<file path="config.mk">
export PLATFORM = sky130hd
export DESIGN_NAME = mc_datapath
export DESIGN_NICKNAME = d
export VERILOG_FILES = /design/src/rtl/mc_datapath.sv
export SDC_FILE = /design/constraint.sdc
export NUM_CORES = 1
export LEC_CHECK = 0
export CORE_UTILIZATION = 36
export CTS_CLUSTER_DIAMETER = 40
export DETAILED_ROUTE_END_ITERATION = 7
export PLACE_DENSITY = 0.52
export SKIP_LAST_GASP = 1
export SLEW_MARGIN = 20
export SYNTH_ARGS = -nofsm -noshare
export SYNTH_HDL_FRONTEND = slang
export SYNTH_SLANG_ARGS = --single-unit
</file>
<file path="constraint.sdc">
create_clock -name clk -period 8.6 [get_ports clk]
set_input_delay 1.72 -clock clk [delete_from_list [all_inputs] [get_ports clk]]
set_output_delay 1.72 -clock clk [all_outputs]
set_load 0.005 [all_outputs]
</file>
<file path="src/rtl/mc_datapath.sv">
// mc_datapath: multicycle CPU datapath with a shared instruction/data memory port.
// Architectural registers (PC, IR, MDR, A, B, ALUOut) advance one micro-step per clock
// under the control of an external multicycle controller; there is no internal FSM.
module mc_datapath #(
    parameter int unsigned n       = 16,
    parameter int unsigned regbits = 3
) (
    input  logic         clk,
    input  logic         reset,
    input  logic         pcwrite,
    input  logic         branch,
    input  logic         iord,
    input  logic         irwrite,
    input  logic         regdst,
    input  logic         memtoreg,
    input  logic         regwrite,
    input  logic         alusrca,
    input  logic [1:0]   alusrcb,
    input  logic [1:0]   pcsrc,
    input  logic         signexten,
    input  logic [2:0]   alucontrol,
    input  logic [n-1:0] readdata,
    output logic [2:0]   op,
    output logic         zero,
    output logic [n-1:0] adr,
    output logic [n-1:0] writedata,
    output logic [n-1:0] pc
);

    // Immediate width: whatever is left of the word after op, rs and rt.
    localparam int          iw    = int'(n) - 3 - 2 * int'(regbits);
    localparam int unsigned nregs = 1 << regbits;

    // rd sits at the top of the immediate field, so the immediate must be able to hold it.
    if (iw < int'(regbits)) begin : g_bad_params
        $error("mc_datapath: immediate field narrower than a register index");
    end

    // ALU operation encodings
    localparam logic [2:0] AluAnd = 3'b000;
    localparam logic [2:0] AluOr  = 3'b001;
    localparam logic [2:0] AluAdd = 3'b010;
    localparam logic [2:0] AluSub = 3'b110;
    localparam logic [2:0] AluSlt = 3'b111;

    // Architectural state
    logic [n-1:0] pc_q;
    logic [n-1:0] ir_q;
    logic [n-1:0] mdr_q;
    logic [n-1:0] a_q;
    logic [n-1:0] b_q;
    logic [n-1:0] aluout_q;
    logic [n-1:0] rf [nregs];

    // Decoded instruction fields
    logic [regbits-1:0] rs;
    logic [regbits-1:0] rt;
    logic [regbits-1:0] rd;
    logic [iw-1:0]      imm;

    // Datapath nets
    logic [n-1:0]       imm_ext;
    logic [n-1:0]       imm_sh;
    logic [n-1:0]       rf_rd1;
    logic [n-1:0]       rf_rd2;
    logic [n-1:0]       src_a;
    logic [n-1:0]       src_b;
    logic [n-1:0]       alu_result;
    logic [n-1:0]       pc_next;
    logic [n-1:0]       jump_target;
    logic [n-1:0]       wb_result;
    logic [regbits-1:0] writereg;
    logic               pcen;

    assign rs  = ir_q[n-4 -: regbits];
    assign rt  = ir_q[n-4-int'(regbits) -: regbits];
    assign rd  = ir_q[iw-1 -: regbits];
    assign imm = ir_q[iw-1:0];

    // Immediate extension; the shifted form drops the MSB of the extended value.
    always_comb begin
        imm_ext = signexten ? {{(n - iw){imm[iw-1]}}, imm} : {{(n - iw){1'b0}}, imm};
        imm_sh  = {imm_ext[n-2:0], 1'b0};
    end

    // Combinational register file reads; r0 is hardwired to zero.
    always_comb begin
        rf_rd1 = (rs == '0) ? '0 : rf[rs];
        rf_rd2 = (rt == '0) ? '0 : rf[rt];
    end

    // ALU operand selection
    always_comb begin
        src_a = alusrca ? a_q : pc_q;
        src_b = '0;
        unique case (alusrcb)
            2'b00:   src_b = b_q;
            2'b01:   src_b = {{(n - 2){1'b0}}, 2'b10};
            2'b10:   src_b = imm_ext;
            2'b11:   src_b = imm_sh;
            default: src_b = '0;
        endcase
    end

    // ALU: modulo-2^n arithmetic, signed set-less-than, undefined codes give zero.
    always_comb begin
        alu_result = '0;
        case (alucontrol)
            AluAnd:  alu_result = src_a & src_b;
            AluOr:   alu_result = src_a | src_b;
            AluAdd:  alu_result = src_a + src_b;
            AluSub:  alu_result = src_a - src_b;
            AluSlt:  alu_result = {{(n - 1){1'b0}}, ($signed(src_a) < $signed(src_b))};
            default: alu_result = '0;
        endcase
    end

    assign zero = (alu_result == '0);

    // Jump keeps the top three bits of the already-incremented PC.
    assign jump_target = {pc_q[n-1:n-3], ir_q[n-4:0]};

    // Next-PC selection and enable
    always_comb begin
        pc_next = pc_q;
        unique case (pcsrc)
            2'b00:   pc_next = alu_result;
            2'b01:   pc_next = aluout_q;
            2'b10:   pc_next = jump_target;
            2'b11:   pc_next = pc_q;
            default: pc_next = pc_q;
        endcase
        pcen = pcwrite | (branch & zero);
    end

    // Writeback index and data selection
    always_comb begin
        writereg  = regdst ? rd : rt;
        wb_result = memtoreg ? mdr_q : aluout_q;
    end

    // PC register: updated only when enabled
    always_ff @(posedge clk or negedge reset) begin
        if (!reset) begin
            pc_q <= '0;
        end else if (pcen) begin
            pc_q <= pc_next;
        end
    end

    // Instruction register: latched only on fetch
    always_ff @(posedge clk or negedge reset) begin
        if (!reset) begin
            ir_q <= '0;
        end else if (irwrite) begin
            ir_q <= readdata;
        end
    end

    // Free-running pipeline registers between micro-steps
    always_ff @(posedge clk or negedge reset) begin
        if (!reset) begin
            mdr_q    <= '0;
            a_q      <= '0;
            b_q      <= '0;
            aluout_q <= '0;
        end else begin
            mdr_q    <= readdata;
            a_q      <= rf_rd1;
            b_q      <= rf_rd2;
            aluout_q <= alu_result;
        end
    end

    // Register file write; writes to r0 are discarded
    always_ff @(posedge clk or negedge reset) begin
        if (!reset) begin
            for (int i = 0; i < int'(nregs); i++) begin
                rf[i] <= '0;
            end
        end else if (regwrite && (writereg != '0)) begin
            rf[writereg] <= wb_result;
        end
    end

    // Output assignments
    always_comb begin
        op        = ir_q[n-1:n-3];
        adr       = iord ? aluout_q : pc_q;
        writedata = b_q;
        pc        = pc_q;
    end

endmodule

</file>
======== Yosys cells after proc, flatten, opt, wreduce, memory -nomap -nowiden ========
Cells that the tools add are included.
storage, ports and cells
  memory bits (writable) .................. 0
  bits in read-only memories .............. 0
  bits in latches ......................... 0
  memories ................................ 0
  register bits after elaboration ......... 224
  output and inout port bits .............. 52
operators by class
  $mul .................................... 0
  $lt $le $gt $ge ......................... 5
  reductions and logical operators ........ 11
  shifts and indexed selects .............. 0
  divide/modulo/power cells ............... 0
  add/subtract/negate cells ............... 2
  bitwise logic cells ..................... 9
  equality and inequality tests ........... 10
  mux-type cells .......................... 19
operators with widths
  operator                                                    number
  2-to-1 mux 16 bit                                           11
  bitwise mux 128 bit                                         1
  binary-select mux 16 bit (select 3 bit)                     2
  one-hot mux 16 bit (5 select lines)                         1
  one-hot mux 16 bit (4 select lines)                         1
  demux 16 bit (select 3 bit)                                 1
  one-hot mux 16 bit (3 select lines)                         1
  adder 16 bit                                                1
  AND 16 bit                                                  1
  logical NOT 16 bit                                          1
  less-than comparator 16 bit                                 1
  bitwise OR 16 bit                                           1
  subtractor 16 bit                                           1
  >= comparator 4 bit, second input constant                  3
  inverter 3 -> 4 bit                                         3
  logical NOT 3 bit                                           3
  equality test 2 bit, second input constant                  4
  equality test 3 bit, second input constant                  2
  equality test 2 x 1 -> 1 bit, second input constant         2
  logical NOT 2 bit                                           2
  less-than comparator 4 x 1 -> 1 bit, second input constant  1
  equality test 3 x 1 -> 1 bit, second input constant         1
  equality test 3 x 2 -> 1 bit, second input constant         1
  2-to-1 mux 3 bit                                            1
  other kinds (7)                                             9

======== Depth between registers and ports, before layout ========
  depth after elaboration ................. 8
  gate-level depth with buffers ........... 18
  gate-level depth less buffers ........... 15

======== Worst setup path before layout ========
Ideal clock, no wire load.
  path kind ............................... input port to output port
  from .................................... in alusrca
  to ...................................... out zero
  setup slack ............................. 1179 ps
  cell stages on the path ................. 14
  path buffers ............................ 3
  data arrival time ....................... 5701 ps
  required time ........................... 6880 ps
  path through ............................ clkbuf_1 buf_1 mux2_2 ha_1 buf_6 nor2_1 a211oi_1 a21boi_0 a2111oi_0 xnor2_1 o221ai_1 or4_1 or4_1 nor3_1
on the way
  word-level cells in the longest chain between the ends .. 4
  elaborated cells between the ends (all ways) .. 8
RTL lines
  item                                             RTL line  text
  from (decl)                                      17        input logic alusrca,
  2-to-1 mux 16 bit *                              94        src_a = alusrca ? a_q : pc_q;
  subtractor 16 bit, or another cell as far along  112       AluSub: alu_result = src_a - src_b;
  one-hot mux 16 bit (5 select lines) *            108       case (alucontrol)
  net alu_result[13]                               68        logic [n-1:0] alu_result;
  logical NOT 16 bit *                             118       assign zero = (alu_result == '0);
  to (decl)                                        24        output logic zero,
The timed path passes the listed nets; every way through them passes the cells marked *.

======== Worst setup path in the final report ========
  from .................................... in alusrcb[1]
  to ...................................... out zero
on the way
  word-level cells in the longest chain between the ends .. 5
  elaborated cells between the ends (all ways) .. 12
RTL lines
  item                                               RTL line  text
  from (decl)                                        18        input logic [1:0] alusrcb,
  equality test 2 bit, or another cell as far along  96        unique case (alusrcb)
  one-hot mux 16 bit (4 select lines) *              96
  subtractor 16 bit, or another cell as far along    112
  one-hot mux 16 bit (5 select lines) *              108
  logical NOT 16 bit *                               118
Mark *: on every way between the ends. The rest lies on a longest branch, timed or not.

==> results.cfg <==
[logic_synthesis]
syn_area_per_cell_um2 = 9.89
yosysWarningCount = 0
syn_inst = 1258
ys_async_sr_fraction = 1.00
synth_nets = 1346
synth_ff_type = dfrtp_1
synth_top_area_cell = dfrtp_1
ys_ff_latch = 212
ys_seq_area_frac = 0.426
netlist.area_leader.share = 0.426
netlist_top_cells_area = dfrtp_1 (43%), o21ai_0 (7.3%), mux2_2 (6.7%)
ys_types = 79
yosysMostFrequentCell = dfrtp_1
yosys-top-cells-count = dfrtp_1 (212), nand2_1 (182), o21ai_0 (181)
netlist_area_um2 = 12400
synth_edf_count = 0

[timing]
period_share = 0.964
tns_ps = 0
worstMarginPinSlew_ps = 1090
whs_ps = 374
setup_viol = 0
slew_violations = 0
min_period_ps = 8290
skew_ps = 26.5
relSlewSlack = 0.269
fmax_mhz = 121
hold_viol = 0

[worst_setup_path]
worstSetupPathType = input port to primary output
end_kind = primary output
required_ps = 6880
cp-start-kind = input port
cp_data_arrival_time_ps = 6570
cp_max_fo = 14

[power]
power_frac_seq = 0.346
ir_worst_vdd_mv = 0.130
p_clk_frac = 0.312
p_sw_w = 0.00160
comb_power_share = 0.343
power.total_w = 0.00454
p_int_w = 0.00294
p_per_area_nw_per_um2 = 303
leakagePower_nw = 6.55
swShare = 0.352

[detailed_routing]
vias = 9924
ant_nets = 0
vias_per_cell = 5.54
drt_first_pass_iters = 5
drc = 0
drtIter0Drc = 768
wire_per_inst_um = 22.1
drt_wl_total_mm = 39.6

[layout]
nets = 1406
n_antenna_cell = 0
drive_above_1_share = 0.176
design_area_um2 = 15000
syn2layout_area_growth_pct = 20.5

[placed_design]
gp_congestion = 0.914
dp.final_hpwl_mm = 27.9
port_buffers = 85
placed_area_um2 = 13700

[global_route]
grt_antenna_before_repair = 0
grt_max_degree = 141
grt-ovfl-total = 0
grt_pass1_wl_mm = 61.4
grt_pass1_vias = 9771
grt_usage = 0.228

[clocking]
postCtsHoldBufs = 0
clk_pin_slew_ps = 60
cts_buffer_depth = 3
cts_buffers = 34
cts_sinks = 212
insertion_delay_ps = 510
cts_tree = done
cts-root-buf = clkbuf_16
h-tree-depth = 2

[floorplanning]
rows = 67
dieArea_um2 = 35300
io_pins = 86
die_x_um = 188
die_h_um = 188
core_um2 = 33800
start_util = 0.368

[worst_hold_path]
worstHoldPathType = flip-flop to flip-flop

[status]
status = complete, no violations

[run]
cap_violations = 0
power by group through the flow:
| stage | combinational (W) | sequential [W] | clock (W) |
|---|---|---|---|
| 2_1_floorplan | 0.00103 | 0.00146 | 0 |
| 3_3_place_gp | 0.00152 | 0.00157 | 0 |
| 3_5_place_dp | 0.00153 | 0.00158 | 0 |
| 4_1_cts | 0.00154 | 0.00156 | 0.00145 |
| 5_1_grt | 0.00172 | 0.00160 | 0.00149 |
| 6_report | 0.00155 | 0.00157 | 0.00142 |
registers in the layout, indices dropped and copies added (netlist names):
register   cells
a_q           16
aluout_q      16
ir_q          16
mdr_q         16
pc            16
rf           116
writedata     16
timing repair:
| action | 4_1_cts | 5_1_grt |
|---|---|---|
| gates resized for setup | 0 | 7 |
| endpoints found under the hold margin | 0 | 0 |
| setup buffers | 0 | 1 |
| setup endpoints to repair | 0 | 1 |
final timing paths:
path                           end  startpoint  slack, ps  cells past startpoint
hold reg to reg            rf[123]     rf[123]        370                      0
setup reg to reg             pc[2]     ir_q[4]       3470                     13
min in group asynchronous   rf[10]       reset       1120                      1
max in group asynchronous  ir_q[7]       reset       5690                      3
hold / removal             rf[123]     rf[123]        370                      0
setup / recovery              zero  alusrcb[1]        310                     17
logic make-up after synthesis:
family | count (synthesis) | share of synthesized area
XOR/XNOR | 8 | 0.00563
buffers and inverters | 149 | 0.0479
AND/OR/NAND/NOR | 332 | 0.120
AO/OA/AOI/OAI | 347 | 0.175
adder cells (fa/ha/maj) | 54 | 0.0555
flip-flops | 212 | 0.426
multiplexers | 156 | 0.170
worst max-delay path: stages:
cell and delay [ps]:
clkdlybuf4s50_1 550, buf_4 250, mux2i_1 110, nor2_1 200, ha_1 210, inv_1 60, fa_1 440, nor2b_1 190
o311ai_2 390, o21ai_0 130, a22o_1 260, a211oi_1 320, nand4b_1 170, or4_1 460, or4_1 410, nor3_1 170
clkdlybuf4s50_1 530
layout make-up:
type	instances	area, um^2
fillers	3226	18800
flip-flops and latches	212	5310
inverters	52	195
repair buffers	121	1150
clock buffers	42	962
clock inverters	19	245
well taps	448	561
multi-input cells	897	6580
cell usage in the layout (no fill, tap or decap), types with 32 or more instances in the layout:
master,instances
buf_4,35
clkbuf_16,35
clkdlybuf4s50_1,84
dfrtp_1,209
ha_1,52
inv_1,50
mux2_2,74
mux2i_1,35
mux4_2,32
nand2_1,180
nor2_1,56
o21ai_0,180
stage by stage:
step / setup WS [ps] / std cells / utilization
after global placement: 131 / 1728 / 0.406
after floorplan: 1180 / 1258 / -
after detailed placement: 48.1 / 1728 / 0.406
final: 312 / 1791 / 0.444
after CTS: 28.2 / 1789 / 0.442
after global routing: -27.3 / 1791 / 0.444
per-layer routing:
metal  vias to the layer above  track usage  wire (um)
met3                        47       0.0314       1800
met5                         -            0          0
met2                       295        0.366      18700
li1                       4646            -          -
met4                         0       0.0544        751
met1                      4936        0.323      18400
Note: power is estimated with default switching activity, not from simulation.
